### config.mk
export PLATFORM = sky130hd
export DESIGN_NAME = aurora_link_sequencer_flat
export DESIGN_NICKNAME = d
export VERILOG_FILES = /design/src/rtl/cctrl_aurora_pkg.sv /design/src/rtl/aurora_link_sequencer_if.sv /design/src/rtl/aurora_seq_timer.sv /design/src/rtl/aurora_link_sequencer.sv /design/src/flat_wrapper.sv
export SDC_FILE = /design/constraint.sdc
export NUM_CORES = 1
export LEC_CHECK = 0
export ABC_AREA = 1
export CAP_MARGIN = 20
export CORE_UTILIZATION = 55
export DETAILED_ROUTE_END_ITERATION = 12
export PLACE_DENSITY = 0.9
export SLEW_MARGIN = 40
export SYNTH_ARGS = -nofsm -noshare
export SYNTH_HDL_FRONTEND = slang
export SYNTH_HIERARCHICAL = 1
export SYNTH_SLANG_ARGS = --single-unit
### constraint.sdc
create_clock -name sysClk -period 6.7 [get_ports sysClk]
set_input_delay 1.675 -clock sysClk [delete_from_list [all_inputs] [get_ports sysClk]]
set_output_delay 1.675 -clock sysClk [all_outputs]
set_load 0.1 [all_outputs]
### src/rtl/cctrl_aurora_pkg.sv
// Shared types for the Aurora link sequencer: state encoding, status counter
// widths and the per-state reset output decode.
package cctrl_aurora_pkg;

    typedef enum logic [2:0] {
        ST_IDLE       = 3'd0,
        ST_ASSERT_PB  = 3'd1,
        ST_PMA        = 3'd2,
        ST_RELEASE_PB = 3'd3,
        ST_WAIT_UP    = 3'd4,
        ST_UP         = 3'd5,
        ST_BACKOFF    = 3'd6
    } seq_state_e;

    localparam int RETRY_W = 8;
    localparam int DROP_W  = 16;

    // Returns {reset_pb, pma_init} driven while in state s.
    function automatic logic [1:0] state_resets(seq_state_e s);
        case (s)
            ST_IDLE, ST_PMA:                          return 2'b11;
            ST_ASSERT_PB, ST_RELEASE_PB, ST_BACKOFF:  return 2'b10;
            default:                                  return 2'b00;
        endcase
    endfunction

endpackage

### src/rtl/aurora_link_sequencer_if.sv
// Control/status bundle between the CSR/core side (master) and the sequencer (slave).
interface aurora_link_sequencer_if;

    logic                                 enable;
    logic                                 gt_pll_lock;
    logic                                 channel_up;
    logic                                 clear_counts;
    logic                                 reset_pb;
    logic                                 pma_init;
    logic                                 link_ok;
    logic [2:0]                           state;
    logic [cctrl_aurora_pkg::RETRY_W-1:0] retry_count;
    logic [cctrl_aurora_pkg::DROP_W-1:0]  drop_count;

    modport master (
        output enable, gt_pll_lock, channel_up, clear_counts,
        input  reset_pb, pma_init, link_ok, state, retry_count, drop_count
    );

    modport slave (
        input  enable, gt_pll_lock, channel_up, clear_counts,
        output reset_pb, pma_init, link_ok, state, retry_count, drop_count
    );

endinterface

### src/rtl/aurora_seq_timer.sv
// Loadable down-counter shared by all timed sequencer states; done while at zero.
module aurora_seq_timer #(
    parameter int TIMER_W = 24
) (
    input  logic               clk_i,
    input  logic               rst_ni,
    input  logic               load_i,
    input  logic [TIMER_W-1:0] load_val_i,
    output logic               done_o
);

    logic [TIMER_W-1:0] cnt_q, cnt_d;

    always_comb begin
        cnt_d = cnt_q;
        if (load_i)
            cnt_d = load_val_i;
        else if (cnt_q != '0)
            cnt_d = cnt_q - TIMER_W'(1);
    end

    always_ff @(posedge clk_i) begin
        if (!rst_ni) cnt_q <= '0;
        else         cnt_q <= cnt_d;
    end

    assign done_o = (cnt_q == '0);

endmodule

### src/rtl/aurora_link_sequencer.sv
// Aurora 64b66b reset/bring-up sequencer with link-up qualify, timeout retry and
// drop restart. Define AURORA_SEQ_STATS_EN to implement drop_count.
module aurora_link_sequencer
    import cctrl_aurora_pkg::*;
#(
    parameter int PB_CYCLES       = 128,
    parameter int PMA_INIT_CYCLES = 1_000_000,
    parameter int LINKUP_TIMEOUT  = 10_000_000,
    parameter int BACKOFF_CYCLES  = 1_000_000,
    parameter int UP_QUALIFY      = 16,
    parameter int TIMER_W         = 24
) (
    input logic                    sysClk,
    input logic                    sysReset_n,
    aurora_link_sequencer_if.slave lnk
);

    localparam int QW = $clog2(UP_QUALIFY + 1);
    localparam logic [QW-1:0]      QUAL_LAST = QW'(UP_QUALIFY - 1);
    // Timer holds N-1 on entry so each state occupies exactly N cycles.
    localparam logic [TIMER_W-1:0] PB_LD  = TIMER_W'(PB_CYCLES - 1);
    localparam logic [TIMER_W-1:0] PMA_LD = TIMER_W'(PMA_INIT_CYCLES - 1);
    localparam logic [TIMER_W-1:0] TO_LD  = TIMER_W'(LINKUP_TIMEOUT - 1);
    localparam logic [TIMER_W-1:0] BO_LD  = TIMER_W'(BACKOFF_CYCLES - 1);

    seq_state_e         state_q, state_d;
    logic [QW-1:0]      qual_q, qual_d;
    logic [RETRY_W-1:0] retry_q, retry_d;
    logic               retry_inc;
    logic               tmr_load, tmr_done;
    logic [TIMER_W-1:0] tmr_val;
    logic               reset_pb_q, pma_init_q, link_ok_q;
    logic [1:0]         rst_pair;

    always_comb begin
        state_d   = state_q;
        retry_inc = 1'b0;
        case (state_q)
            ST_IDLE:       if (lnk.enable && lnk.gt_pll_lock) state_d = ST_ASSERT_PB;
            ST_ASSERT_PB:  if (tmr_done) state_d = ST_PMA;
            ST_PMA:        if (tmr_done) state_d = ST_RELEASE_PB;
            ST_RELEASE_PB: if (tmr_done) state_d = ST_WAIT_UP;
            ST_WAIT_UP: begin
                // Qualification completing on the timeout cycle still wins.
                if (lnk.channel_up && qual_q == QUAL_LAST) begin
                    state_d = ST_UP;
                end else if (tmr_done) begin
                    state_d   = ST_BACKOFF;
                    retry_inc = 1'b1;
                end
            end
            ST_UP:         if (!lnk.channel_up) state_d = ST_ASSERT_PB;
            ST_BACKOFF:    if (tmr_done) state_d = ST_ASSERT_PB;
            default:       state_d = ST_IDLE;
        endcase
        if (!lnk.gt_pll_lock && state_q != ST_IDLE && state_q != ST_ASSERT_PB) begin
            state_d   = ST_ASSERT_PB;
            retry_inc = 1'b0;
        end
        if (!lnk.enable) begin
            state_d   = ST_IDLE;
            retry_inc = 1'b0;
        end
    end

    always_comb begin
        tmr_load = (state_d != state_q);
        case (state_d)
            ST_ASSERT_PB, ST_RELEASE_PB: tmr_val = PB_LD;
            ST_PMA:                      tmr_val = PMA_LD;
            ST_WAIT_UP:                  tmr_val = TO_LD;
            ST_BACKOFF:                  tmr_val = BO_LD;
            default:                     tmr_val = '0;
        endcase
    end

    assign qual_d   = (state_q == ST_WAIT_UP && lnk.channel_up) ? qual_q + QW'(1) : '0;
    assign retry_d  = lnk.clear_counts                  ? '0 :
                      (retry_inc && retry_q != '1)      ? retry_q + RETRY_W'(1) : retry_q;
    assign rst_pair = state_resets(state_d);

    always_ff @(posedge sysClk) begin
        if (!sysReset_n) begin
            state_q    <= ST_IDLE;
            qual_q     <= '0;
            retry_q    <= '0;
            reset_pb_q <= 1'b1;
            pma_init_q <= 1'b1;
            link_ok_q  <= 1'b0;
        end else begin
            state_q    <= state_d;
            qual_q     <= qual_d;
            retry_q    <= retry_d;
            reset_pb_q <= rst_pair[1];
            pma_init_q <= rst_pair[0];
            link_ok_q  <= (state_d == ST_UP);
        end
    end

    aurora_seq_timer #(.TIMER_W(TIMER_W)) u_timer (
        .clk_i      (sysClk),
        .rst_ni     (sysReset_n),
        .load_i     (tmr_load),
        .load_val_i (tmr_val),
        .done_o     (tmr_done)
    );

`ifdef AURORA_SEQ_STATS_EN
    logic [DROP_W-1:0] drop_q, drop_d;
    logic              drop_inc;

    // Only a genuine channel_up loss counts; enable/lock overrides do not.
    assign drop_inc = (state_q == ST_UP) && lnk.enable && lnk.gt_pll_lock && !lnk.channel_up;
    assign drop_d   = lnk.clear_counts             ? '0 :
                      (drop_inc && drop_q != '1)   ? drop_q + DROP_W'(1) : drop_q;

    always_ff @(posedge sysClk) begin
        if (!sysReset_n) drop_q <= '0;
        else             drop_q <= drop_d;
    end

    assign lnk.drop_count = drop_q;
`else
    assign lnk.drop_count = '0;
`endif

    assign lnk.reset_pb    = reset_pb_q;
    assign lnk.pma_init    = pma_init_q;
    assign lnk.link_ok     = link_ok_q;
    assign lnk.state       = state_q;
    assign lnk.retry_count = retry_q;

endmodule

### src/flat_wrapper.sv
// flat-port wrapper written by rule: the top's interface ports become plain ports
module aurora_link_sequencer_flat import cctrl_aurora_pkg::*;
#(
    parameter int PB_CYCLES       = 128,
    parameter int PMA_INIT_CYCLES = 1_000_000,
    parameter int LINKUP_TIMEOUT  = 10_000_000,
    parameter int BACKOFF_CYCLES  = 1_000_000,
    parameter int UP_QUALIFY      = 16,
    parameter int TIMER_W         = 24
)
  (sysClk, sysReset_n, lnk_enable, lnk_gt_pll_lock, lnk_channel_up, lnk_clear_counts, lnk_reset_pb, lnk_pma_init, lnk_link_ok, lnk_state, lnk_retry_count, lnk_drop_count);
  aurora_link_sequencer_if lnk_i ();
  input logic sysClk;
  input logic sysReset_n;
  input wire logic [$bits(lnk_i.enable)-1:0] lnk_enable;
  input wire logic [$bits(lnk_i.gt_pll_lock)-1:0] lnk_gt_pll_lock;
  input wire logic [$bits(lnk_i.channel_up)-1:0] lnk_channel_up;
  input wire logic [$bits(lnk_i.clear_counts)-1:0] lnk_clear_counts;
  output wire logic [$bits(lnk_i.reset_pb)-1:0] lnk_reset_pb;
  output wire logic [$bits(lnk_i.pma_init)-1:0] lnk_pma_init;
  output wire logic [$bits(lnk_i.link_ok)-1:0] lnk_link_ok;
  output wire logic [$bits(lnk_i.state)-1:0] lnk_state;
  output wire logic [$bits(lnk_i.retry_count)-1:0] lnk_retry_count;
  output wire logic [$bits(lnk_i.drop_count)-1:0] lnk_drop_count;
  assign lnk_i.enable = lnk_enable;
  assign lnk_i.gt_pll_lock = lnk_gt_pll_lock;
  assign lnk_i.channel_up = lnk_channel_up;
  assign lnk_i.clear_counts = lnk_clear_counts;
  assign lnk_reset_pb = lnk_i.reset_pb;
  assign lnk_pma_init = lnk_i.pma_init;
  assign lnk_link_ok = lnk_i.link_ok;
  assign lnk_state = lnk_i.state;
  assign lnk_retry_count = lnk_i.retry_count;
  assign lnk_drop_count = lnk_i.drop_count;
  aurora_link_sequencer #(.PB_CYCLES(PB_CYCLES), .PMA_INIT_CYCLES(PMA_INIT_CYCLES), .LINKUP_TIMEOUT(LINKUP_TIMEOUT), .BACKOFF_CYCLES(BACKOFF_CYCLES), .UP_QUALIFY(UP_QUALIFY), .TIMER_W(TIMER_W)) u_core (.sysClk(sysClk), .sysReset_n(sysReset_n), .lnk(lnk_i));
endmodule
# Word level (Yosys, flattened, before mapping)
# Cells that the tools add are included.
# Widths: inputs -> output; s select.
[totals]
ramBits = 0
latchBits = 0
wordCells = 66
inputBits = 6
romBits = 0
register_bits = 43
n_memories = 0
output_inout_bits = 30
[op_classes]
n_eq_ne = 16
n_bitwise = 1
n_reduce_logical = 19
shift = 0
order_cmp = 0
n_mul = 0
n_div = 0
mux = 20
add_sub_neg = 3
[op_table]
columns = ["operator", "n"]
rows = [
  ["$pmux 24 s3", 1],
  ["$mux 24", 2],
  ["$mux 3", 10],
  ["$logic_not 24->1", 1],
  ["$reduce_bool 24->1", 1],
  ["$sub 24x1->24 const B", 1],
  ["$pmux 3 s7", 1],
  ["$eq 3x3->1 const B", 6],
  ["$eq 3x2->1 const B", 4],
  ["$add 8x1->8 const B", 1],
  ["$ne 8x8->1 const B", 1],
  ["$reduce_or 2->1", 4],
  ["$eq 3x1->1 const B", 2],
  ["$logic_and 1x1->1", 6],
  ["$logic_not 3->1", 2],
  ["$add 5x1->5 const B", 1],
  ["$eq 5x4->1 const B", 1],
  ["$mux 1", 5],
  ["$pmux 2 s2", 1],
  ["$ne 3x1->1 const B", 1],
  ["$ne 3x3->1", 1],
  ["$reduce_bool 3->1", 1],
  ["$reduce_or 3->1", 1],
  ["$reduce_and 2->1", 1],
  ["3 further kinds", 3],
]

# Depth between registers and ports, before layout
[depth]
ltp_word = 10
mapped_depth = 24
ltp_nobuf = 22

# By module
# The synthesis kept the hierarchy.
[modules_own_cells]
columns = ["module", "area_each_um2", "instances", "cells_per_inst", "seq_area_each_um2"]
rows = [
  ["aurora_seq_timer", 1774.2, 1, 277, 480.5],
  ["aurora_link_sequencer", 1231.2, 1, 181, 380.4],
]

# Worst setup path before layout
# OpenSTA, ideal clock, no wires.
[synth_path]
kind = "input -> register"
startpoint = "in lnk_gt_pll_lock"
endpoint = "reg u_core.u_timer.cnt_q[1]"
path_stages = 15
slack_ns = 3.416
arrival_ns = 3.164
t_required_ns = 6.580
path_buffers = 2
setup_time_ns = 0.120
path_cell_list = "inv_1 -> o21ai_2 -> nand2_1 -> nor2_2 -> nand2_1 -> nand2_1 -> nand2_1 -> inv_1 -> nand2_1 -> buf_2 -> inv_1 -> buf_2 -> nand4_1 -> o21ai_0 -> a21oi_1"
[synth_via]
elab_cells_between_ends = 19
classes_between = "eq/ne (6); mux (6); reduce/logical (7)"
[synth_lines]
columns = ["item", "line", "rtl"]
rows = [
  ["start: declaration", "flat_wrapper.sv:16", "input wire logic [$bits(lnk_i.gt_pll_lock)-1:0] lnk_gt_pll_lock;"],
  ["$logic_and 1x1->1 / $logic_not 1->1 (equally long branches)", "aurora_link_sequencer.sv:39, aurora_link_sequencer.sv:56", ""],
  ["$mux 3 / $logic_and 1x1->1 (equally long branches)", "aurora_link_sequencer.sv:39, aurora_link_sequencer.sv:56", ""],
  ["$pmux 3 s7 / $logic_and 1x1->1 (equally long branches)", "aurora_link_sequencer.sv:38, aurora_link_sequencer.sv:56", ""],
  ["$mux 3 *", "aurora_link_sequencer.sv:56", "if (!lnk.gt_pll_lock && state_q != ST_IDLE && state_q != ST_ASSERT_PB) begin"],
  ["$mux 3 *", "aurora_link_sequencer.sv:60", "if (!lnk.enable) begin"],
  ["$ne 3x3->1 *", "aurora_link_sequencer.sv:67", "tmr_load = (state_d != state_q);"],
  ["named net u_core.tmr_load", "aurora_link_sequencer.sv:30", "logic tmr_load, tmr_done;"],
  ["$mux 24 / $reduce_bool 2->1 (equally long branches)", "-", ""],
  ["end signal: assignment", "aurora_seq_timer.sv:24", "else cnt_q <= cnt_d;"],
  ["end: declaration", "aurora_seq_timer.sv:12", "logic [TIMER_W-1:0] cnt_q, cnt_d;"],
]
# The timed path passes the listed nets; every way through them passes the cells marked *.
# A chain may end at the register's enable or synchronous reset.

# Final worst setup path
# Ends and elaborated chain as after synthesis.

==> flow_metrics.py <==
metrics = {
    "worst_setup_path": {
        "worstPathCellList": "clkdlybuf4s50_1 -> inv_1 -> o21ai_2 -> nand2_1 -> nor2_2 -> nand3_1 -> nand2_1 -> nand2_1 -> nor2_1 -> nand2_1 -> inv_1 -> nand4_1 -> o21ai_0 -> a21oi_1",
        "path_class": "input port to register",
        "crit_fanout": 25,
        "crit_top_cell": "nand2_1",
        "crit_path_end_kind": "register",
        "path_buf_inv": 3,
        "critPathRequiredTime_ns": 6.88,
        "slowest_delay_ns": 0.48,
        "path_delay_family": "simple AND/OR/NAND/NOR gates",
        "worst_path_max_delay_cell": "clkdlybuf4s50_1",
        "cp-start-kind": "input port",
        "worstPathArrival_ns": 4.42,
    },
    "run": {
        "max_cap_violations": 0,
    },
    "cts": {
        "postCtsSetupBuffers": 0,
        "cts_sinks": 43,
        "hold_buffers": 0,
        "clk_latency_ns": 0.30,
        "cts_buffer_depth": 2,
        "tritoncts": "yes",
        "post_cts_resized": 0,
        "cts_buffers": 5,
        "clk_pin_slew_ns": 0.07,
        "h-tree-depth": 2,
        "cts-root-buf": "clkbuf_8",
    },
    "yosys": {
        "avgSynthCellArea_sq_um": 6.562,
        "yosysSeqAreaShare_pct": 28.64,
        "syn_area_sq_um": 3005,
        "netlist.top_cell.by_area": "dfxtp_1",
        "netlist-cell-type-count": 39,
        "ys_top_cells_by_area": "dfxtp_1 29%, nand2_1 15%, nor2_1 7.6%",
        "syn_inst": 458,
        "synth_top_area_share_pct": 28.64,
        "synth-seq-cells": 43,
        "synth_warnings": 6,
    },
    "pwr": {
        "power.density_nw_per_um2": 456.1,
        "p_leak_nw": 1.481,
        "ir_worst_vdd_mv": 0.2155,
    },
    "timing": {
        "timing.final.crit_share_pct": 63.28,
        "rsz0062_at_grt": "no",
        "max_freq_mhz": 235.9,
        "fin_setup_tns_ns": 0,
        "finalSetupViolCount": 0,
        "period_minus_slack_ns": 4.240,
        "relSlewSlack_pct": 50.01,
        "slew_violations": 0,
        "final_hold_viol_count": 0,
        "fin_worst_skew_ns": 0.007807,
        "worst_slew_pin_slew_ns": 0.7453,
    },
    "floorplanning": {
        "coreArea_sq_um": 5172,
        "start_util_pct": 58.10,
        "die_area_sq_um": 5764,
        "die_h_um": 75.92,
        "ios": 36,
        "rows": 26,
        "die_x_um": 75.92,
    },
    "place": {
        "dp_hpwl_um": 4898,
        "portBuffers": 19,
        "place.gp.congestion": 0.9468,
    },
    "final_layout": {
        "final_cell_mix": "117 x nand2_1, 61 x nor2_1, 47 x inv_1",
        "syn_to_final_growth_pct": 6.286,
        "antenna_cells": 0,
        "fill_cells": 490,
        "final_common_cell": "nand2_1",
        "fin_util_pct": 61.76,
        "nets": 491,
        "drive_gt1_share_pct": 16.84,
        "multi_input_area_sq_um": 1843,
        "seqCellArea_sq_um": 860.8,
    },
    "route": {
        "vias": 2797,
        "drt_iter0_drc": 179,
        "via_per_inst": 5.076,
        "drc": 0,
        "drt_first_pass_iters": 5,
        "drt-total-wl_um": 6434,
        "post_drt_wl_per_cell_um": 11.68,
        "antenna_left": 0,
    },
    "min_path": {
        "hold_path.class": "register to register",
    },
    "global_route": {
        "grt_max_degree": 26,
        "grt_usage_pct": 23.24,
        "grt-ovfl-total": 0,
        "grt_pass1_wl_um": 11060,
        "grt_pass1_vias": 2588,
        "antenna_found_initial": 0,
    },
    "status": {
        "status": "completed",
    },
}
## final cells by class
cell class	instances	area share, %
multi-input cells	359	57.70
well taps	70	2.742
clock buffers	6	2.272
inverters	52	6.189
flip-flops and latches	43	26.95
repair buffers	19	3.760
clock inverters	2	0.3917
## power by group
| group | switching [mW] | internal [mW] |
|---|---|---|
| registers | 0.0649 | 0.312 |
| clock network | 0.0897 | 0.0729 |
| logic | 0.631 | 0.286 |
## worst reg2reg max path, delay by kind of cell (launching register included)
kind | cells | cell delay, ns
adders and majority gates | 1 | 0.22
buffers and inverters | 4 | 0.91
DFF | 1 | 0.32
AOI/OAI and AO/OA | 2 | 0.27
and+or+nand+nor | 14 | 1.74
## synth_stat cells (all sizes together)
master	instances
xnor2	7
conb	1
o21ai	10
buf	21
nand4	13
dfxtp	43
or2	2
inv	52
nand3	35
nand3b	1
a21oi	28
clkbuf	4
ha	5
nor3	4
o21bai	1
xor2	4
nor3b	1
o221ai	1
nand2	138
nor2	82
and2	1
o21a	4
## registers in the layout, indices dropped and copies added (netlist names)
register / cells
u_core/lnk.link_ok: 1
u_core/qual_q: 5
u_core/u_timer/cnt_q: 24
u_core/lnk.pma_init: 1
u_core/lnk.retry_count: 8
u_core/lnk.reset_pb: 1
u_core/lnk.state: 3
## final timing paths
path,slack (ns),startpoint,cells past startpoint,end
worst max-delay path,2.46,lnk_gt_pll_lock,14,u_core/u_timer/cnt_q[1]$_SDFFE_PN0P_
worst min-delay path,0.45,u_core/qual_q[0]$_SDFF_PN0_,1,u_core/qual_q[0]$_SDFF_PN0_
worst max register to register,3.12,u_core/u_timer/cnt_q[0]$_SDFFE_PN0P_,21,u_core/u_timer/cnt_q[1]$_SDFFE_PN0P_
worst min register to register,0.45,u_core/qual_q[0]$_SDFF_PN0_,1,u_core/qual_q[0]$_SDFF_PN0_
## metrics by stage
| step | total power, mW | std cells | setup WS (ns) | hold WS [ns] | cell area, sq um |
|---|---|---|---|---|---|
| detailed placement | 1.279 | 543 | 2.229 | 0.4441 | 3109 |
| floorplan | 1.152 | 479 | 3.416 | 0.4179 | 3084 |
| CTS | 1.448 | 551 | 2.546 | 0.4595 | 3194 |
| finish | 1.457 | 551 | 2.460 | 0.4543 | 3194 |
| global placement | 1.253 | 543 | 2.360 | 0.4292 | 3179 |
| global route | 1.583 | 551 | 2.115 | 0.4816 | 3194 |
## kinds of logic after synthesis
family / after synthesis / share of synthesized area, %
xor gates and xnor gates: 11 / 3.206
other: 1 / 0.1248
DFF: 43 / 28.64
and+or+nand+nor: 277 / 44.42
adders and majority gates: 5 / 2.082
buffers and inverters: 77 / 12.66
AOI/OAI and AO/OA: 44 / 8.868
## metal layers
layer  global-route usage [%]  wire (um)
met1                    29.51       2984
met2                    39.45       2972
met3                    3.614        341
met4                    9.038        136
met5                        0          0
No activity file was read; power rests on OpenSTA's default activity.
